<file path="config.mk">
export PLATFORM = sky130hd
export DESIGN_NAME = jtvigil_obj_draw
export DESIGN_NICKNAME = d
export VERILOG_FILES = /design/src/rtl/jtvigil_obj_draw.sv
export SDC_FILE = /design/constraint.sdc
export NUM_CORES = 1
export LEC_CHECK = 0
export CORE_ASPECT_RATIO = 1.5
export CORE_MARGIN = 2
export CORE_UTILIZATION = 45
export DETAILED_ROUTE_END_ITERATION = 16
export GPL_TIMING_DRIVEN = 0
export PLACE_DENSITY = 0.76
export SLEW_MARGIN = 20
export SYNTH_ARGS = -nofsm -noshare
export SYNTH_HDL_FRONTEND = slang
export SYNTH_SLANG_ARGS = --single-unit
</file>
<file path="constraint.sdc">
create_clock -name clk -period 3.6 [get_ports clk]
set_input_delay 0.72 -clock clk [delete_from_list [all_inputs] [get_ports clk]]
set_output_delay 0.72 -clock clk [all_outputs]
set_load 0.01 [all_outputs]
</file>
<file path="src/rtl/jtvigil_obj_draw.sv">
// Sprite row drawer: fetches two 32-bit 4bpp words per 16-pixel row and
// streams the opaque pixels into the object line buffer, one per cycle.
module jtvigil_obj_draw (
  input  logic        clk,
  input  logic        rst,
  input  logic        draw_start,
  input  logic [12:0] code,
  input  logic [3:0]  vrow,
  input  logic        hflip,
  input  logic [3:0]  pal,
  input  logic [8:0]  xpos,
  output logic        busy,
  output logic        rom_cs,
  output logic [17:0] rom_addr,
  input  logic        rom_ok,
  input  logic [31:0] rom_data,
  output logic        buf_we,
  output logic [8:0]  buf_addr,
  output logic [7:0]  buf_din
);

  typedef enum logic [1:0] {IDLE, REQ, WAIT, DRAW} state_t;

  state_t      st, st_nx;
  logic [12:0] code_l, code_nx;
  logic [3:0]  vrow_l, vrow_nx;
  logic        hflip_l, hflip_nx;
  logic [3:0]  pal_l, pal_nx;
  logic [8:0]  xpos_l, xpos_nx;
  logic        half, half_nx;
  logic [2:0]  pcnt, pcnt_nx;
  logic [31:0] word, word_nx;

  logic        busy_nx, cs_nx, we_nx;
  logic [17:0] addr_nx;
  logic [8:0]  baddr_nx;
  logic [7:0]  din_nx;
  logic [2:0]  m;
  logic [31:0] sh;
  logic [3:0]  pix;

  always_comb begin
    st_nx    = st;
    code_nx  = code_l;
    vrow_nx  = vrow_l;
    hflip_nx = hflip_l;
    pal_nx   = pal_l;
    xpos_nx  = xpos_l;
    half_nx  = half;
    pcnt_nx  = pcnt;
    word_nx  = word;
    case (st)
      IDLE: if (draw_start) begin
        code_nx  = code;
        vrow_nx  = vrow;
        hflip_nx = hflip;
        pal_nx   = pal;
        xpos_nx  = xpos;
        half_nx  = hflip;
        pcnt_nx  = 3'd0;
        st_nx    = REQ;
      end
      // rom_ok may still reflect the previous address here
      REQ:  st_nx = WAIT;
      WAIT: if (rom_ok) begin
        word_nx = rom_data;
        pcnt_nx = 3'd0;
        st_nx   = DRAW;
      end
      DRAW: if (pcnt == 3'd7) begin
        if (half == hflip_l) begin
          half_nx = ~half;
          pcnt_nx = 3'd0;
          st_nx   = REQ;
        end else begin
          st_nx = IDLE;
        end
      end else begin
        pcnt_nx = pcnt + 3'd1;
      end
      default: st_nx = IDLE;
    endcase

    // Outputs are computed from the upcoming state so they can be registered.
    busy_nx  = (st_nx != IDLE);
    cs_nx    = (st_nx == REQ) || (st_nx == WAIT);
    addr_nx  = cs_nx ? {code_nx, half_nx, vrow_nx} : rom_addr;
    m        = hflip_nx ? pcnt_nx : 3'd7 - pcnt_nx;
    sh       = word_nx >> m;
    pix      = {sh[24], sh[16], sh[8], sh[0]};
    we_nx    = (st_nx == DRAW) && (pix != 4'hF);
    baddr_nx = buf_addr;
    din_nx   = buf_din;
    if (st_nx == DRAW) begin
      baddr_nx = xpos_nx + {5'd0, half_nx ^ hflip_nx, pcnt_nx};
      din_nx   = {pal_nx, pix};
    end
  end

  always_ff @(posedge clk) begin
    if (rst) begin
      st       <= IDLE;
      code_l   <= '0;
      vrow_l   <= '0;
      hflip_l  <= 1'b0;
      pal_l    <= '0;
      xpos_l   <= '0;
      half     <= 1'b0;
      pcnt     <= '0;
      word     <= '0;
      busy     <= 1'b0;
      rom_cs   <= 1'b0;
      rom_addr <= '0;
      buf_we   <= 1'b0;
      buf_addr <= '0;
      buf_din  <= '0;
    end else begin
      st       <= st_nx;
      code_l   <= code_nx;
      vrow_l   <= vrow_nx;
      hflip_l  <= hflip_nx;
      pal_l    <= pal_nx;
      xpos_l   <= xpos_nx;
      half     <= half_nx;
      pcnt     <= pcnt_nx;
      word     <= word_nx;
      busy     <= busy_nx;
      rom_cs   <= cs_nx;
      rom_addr <= addr_nx;
      buf_we   <= we_nx;
      buf_addr <= baddr_nx;
      buf_din  <= din_nx;
    end
  end

endmodule

</file>
==> results.sh, run 1 <==
export IMPL_run_status="completed"
export IMPL_wl_per_cell_um=15.6
export IMPL_post_route_min_period_ns=3.29
export IMPL_worst_setup_path_type="flip-flop to flip-flop"
export IMPL_row_count=44
export IMPL_startpoint_type="flip-flop"
export IMPL_viasPerCell=5.12
export IMPL_cts_tree="yes"
export IMPL_p_clk_frac=0.240
export IMPL_worst_slew_pin_slew_ns=0.817
export IMPL_drcViolationCount=0
export IMPL_r2r_slack_ns=0.31
export IMPL_final_util=0.619
export IMPL_cts_sinks=107
export IMPL_crit_required_ns=3.82
export IMPL_hold_viol=0
export IMPL_power_switching_uw=1340
export IMPL_min_delay_path_class="flip-flop to flip-flop"
export IMPL_ys_flop_type="dfxtp_1"
export IMPL_crit_fanout=4
export IMPL_die_area_um2=10600
export IMPL_clk_latency_ns=0.34
export IMPL_firstDrtPassIters=4
export IMPL_ys_seq_area_frac=0.486
export IMPL_io_pins=105
export IMPL_grt_max_degree=17
export IMPL_fmax_mhz=304
export IMPL_finalClockSkew_ns=0.00444
export IMPL_fp_dieH_um=125
export IMPL_die_x_um=84.8
export IMPL_core_area_um2=9630
export IMPL_cts_root_buf="clkbuf_16"
export IMPL_synth_area_um2=4410
export IMPL_synth_edf_count=0
export IMPL_internal_power_uw=2700
export IMPL_place_worst_setup_slack_ns=-1.01
export IMPL_synth_cell_types=36
export IMPL_p_leak_uw=0.00267
export IMPL_ir_drop_uv=417
export IMPL_grt_usage=0.199
export IMPL_antenna_cells=0
export IMPL_worst_slack_ns=0.305
export IMPL_synth_nets=513
export IMPL_drv_cap=0
export IMPL_p_seq_frac=0.369
export IMPL_clock_path_buffers=2
export IMPL_synthArstFlopShare=0
export IMPL_grt_pass1_wl_mm=16.7
export IMPL_globalplace_congestion=0.760
export IMPL_maxSlewViolCount=0
export IMPL_finalNetCount=629
export IMPL_final_common_cell="nor2_1"
export IMPL_synthCells=432
export IMPL_grt_antenna_before_repair=0
export IMPL_endpoint_kind="flip-flop"
export IMPL_hold_worst_slack_ns=0.488
export IMPL_final_cell_mix="nor2_1, dfxtp_1, clkdlybuf4s50_1, mux2i_1, a211oi_1"
export IMPL_drive_gt1_frac=0.0723
export IMPL_htree_levels=3
export IMPL_vias=3417
export IMPL_setup_viol=0
export IMPL_finalWirelength_mm=10.5
export IMPL_netSwitchingFraction=0.332
export IMPL_overflow=0
export IMPL_grt_pass1_vias=3560
export IMPL_synth_seq_cells=107
export IMPL_synth_area_per_cell_um2=10.2
export IMPL_cts_inserted_buffers=9
export IMPL_port_buffers=103
export IMPL_relSlewSlack=0.451
export IMPL_yosys_warnings=0
export IMPL_ant_nets=0
export IMPL_cp_arrival_ns=3.51
export IMPL_comb_power_share=0.391
export IMPL_drt_iter0_drc=87
export IMPL_clk_pin_slew_worst_paths_ns=0.07
export IMPL_fin_crit_sh=0.915
export IMPL_initial_core_util=0.458
export IMPL_rsz0062_at_grt="false"
export IMPL_powerDensity_nw_per_um2=678
export IMPL_hpwl_mm=7.76
export IMPL_area_growth_pct=35.1
==> registers in the layout, indices dropped and copies added (netlist names) <==
signal / count
pcnt: 3
pal_l: 4
hflip_l: 1
st: 2
buf_din: 8
vrow_l: 4
busy: 1
code_l: 13
xpos_l: 9
word: 32
rom_addr: 18
half: 1
buf_addr: 9
rom_cs: 1
buf_we: 1
==> layer usage <==
metal / up-vias / track usage / wire (µm)
li1: 1707 / - / -
met1: 1605 / 0.218 / 4130
met2: 88 / 0.365 / 5550
met3: 17 / 0.0495 / 514
met4: 0 / 0.0728 / 257
met5: - / 0 / 0
==> critical path, cell delays in order (launching register included) <==
cell and delay [ns]:
dfxtp_1 0.37, inv_1 0.09, ha_1 0.24, nor2b_4 0.16, a211o_1 0.26, a222oi_1 0.63, inv_1 0.12, ha_2 0.21
inv_1 0.06, fa_2 0.21, nor2b_1 0.05, o21ai_0 0.15, nand2b_1 0.11, nand2_1 0.11, nor3_1 0.06, xnor2_1 0.14
mux2i_1 0.15, nor2_1 0.05
==> cell type report <==
| cell class | count | area, µm² |
|---|---|---|
| Fill cell | 800 | 3670 |
| Multi-Input combinational cell | 289 | 2160 |
| Sequential cell | 107 | 2140 |
| Timing Repair Buffer | 105 | 1050 |
| Clock buffer | 13 | 280 |
| Tap cell | 115 | 144 |
| Buffer | 26 | 126 |
| Inverter | 10 | 37.5 |
| Clock inverter | 3 | 20.0 |
==> worst paths after layout <==
check,startpoint,endpoint,cells after the start
worst max register to register,st[1],buf_addr[8],17
worst min register to register,rom_addr[10],rom_addr[10],2
worst min-delay path,rom_addr[10],rom_addr[10],2
worst max-delay path,st[1],buf_addr[8],17
==> timing repair <==
item / 4_1_cts / 5_1_grt
buffers inserted: 2 / 0
resized for setup: 7 / 8
cloned: 0 / 0
pin swaps: 1 / 1
hold buffers: 0 / 0
setup endpoints to repair: 11 / 4
==> metrics by stage <==
stage               cell area [µm²]  power [µW]  std cells  TNS (ns)
detailed placement             5590        3060        650     -6.37
finish                         5960        4040        668         0
CTS                            5930        4060        668         0
global placement               5590        3020        650     -5.75
global route                   5960        4260        668         0
floorplan                      4410        2490        432         0
==> cells in the mapped netlist, types with 2 or more instances <==
master      n  area, µm²
dfxtp_1   107       2140
nor2_1    107        402
mux2i_1    87        871
a211oi_1   25        188
clkbuf_1   18       67.6
ha_1       13        163
inv_1      10       37.5
nor2b_1     7       43.8
buf_1       6       22.5
xnor2_1     6       52.6
nand2_1     5       18.8
xor2_1      5       43.8
mux4_2      4       90.1
o21ai_0     4       20.0
mux2_2      3       33.8
a21oi_1     2       10.0
a32oi_1     2       17.5
nand2b_1    2       12.5
nor3_1      2       10.0
==> power by group through the flow <==
stage / clock network (µW) / logic, µW / registers [µW]
global route: 1020 / 1720 / 1510
CTS: 986 / 1580 / 1490
detailed placement: 0 / 1550 / 1510
finish: 971 / 1580 / 1490
global placement: 0 / 1510 / 1510
floorplan: 0 / 937 / 1550
==> cells by family after synthesis <==
logic type,share of synthesized area
buffers and inverters,0.0326
flip-flops,0.486
multiplexers,0.225
XOR/XNOR,0.0255
AO/OA/AOI/OAI,0.0703
adder cells (fa/ha/maj),0.0414
AND/OR/NAND/NOR,0.119
No activity file was read; power rests on OpenSTA's default activity.
==> run 2, diff against run 1 <==
--- a/config.mk
+++ b/config.mk
@@ -10,6 +10,7 @@
 export CORE_UTILIZATION = 45
 export DETAILED_ROUTE_END_ITERATION = 16
 export GPL_TIMING_DRIVEN = 0
+export HOLD_SLACK_MARGIN = 0.12
 export PLACE_DENSITY = 0.76
 export SLEW_MARGIN = 20
 export SYNTH_ARGS = -nofsm -noshare
==> results of run 2 <==
Same layout as run 1: the final DEF is identical, and so are final timing and power.
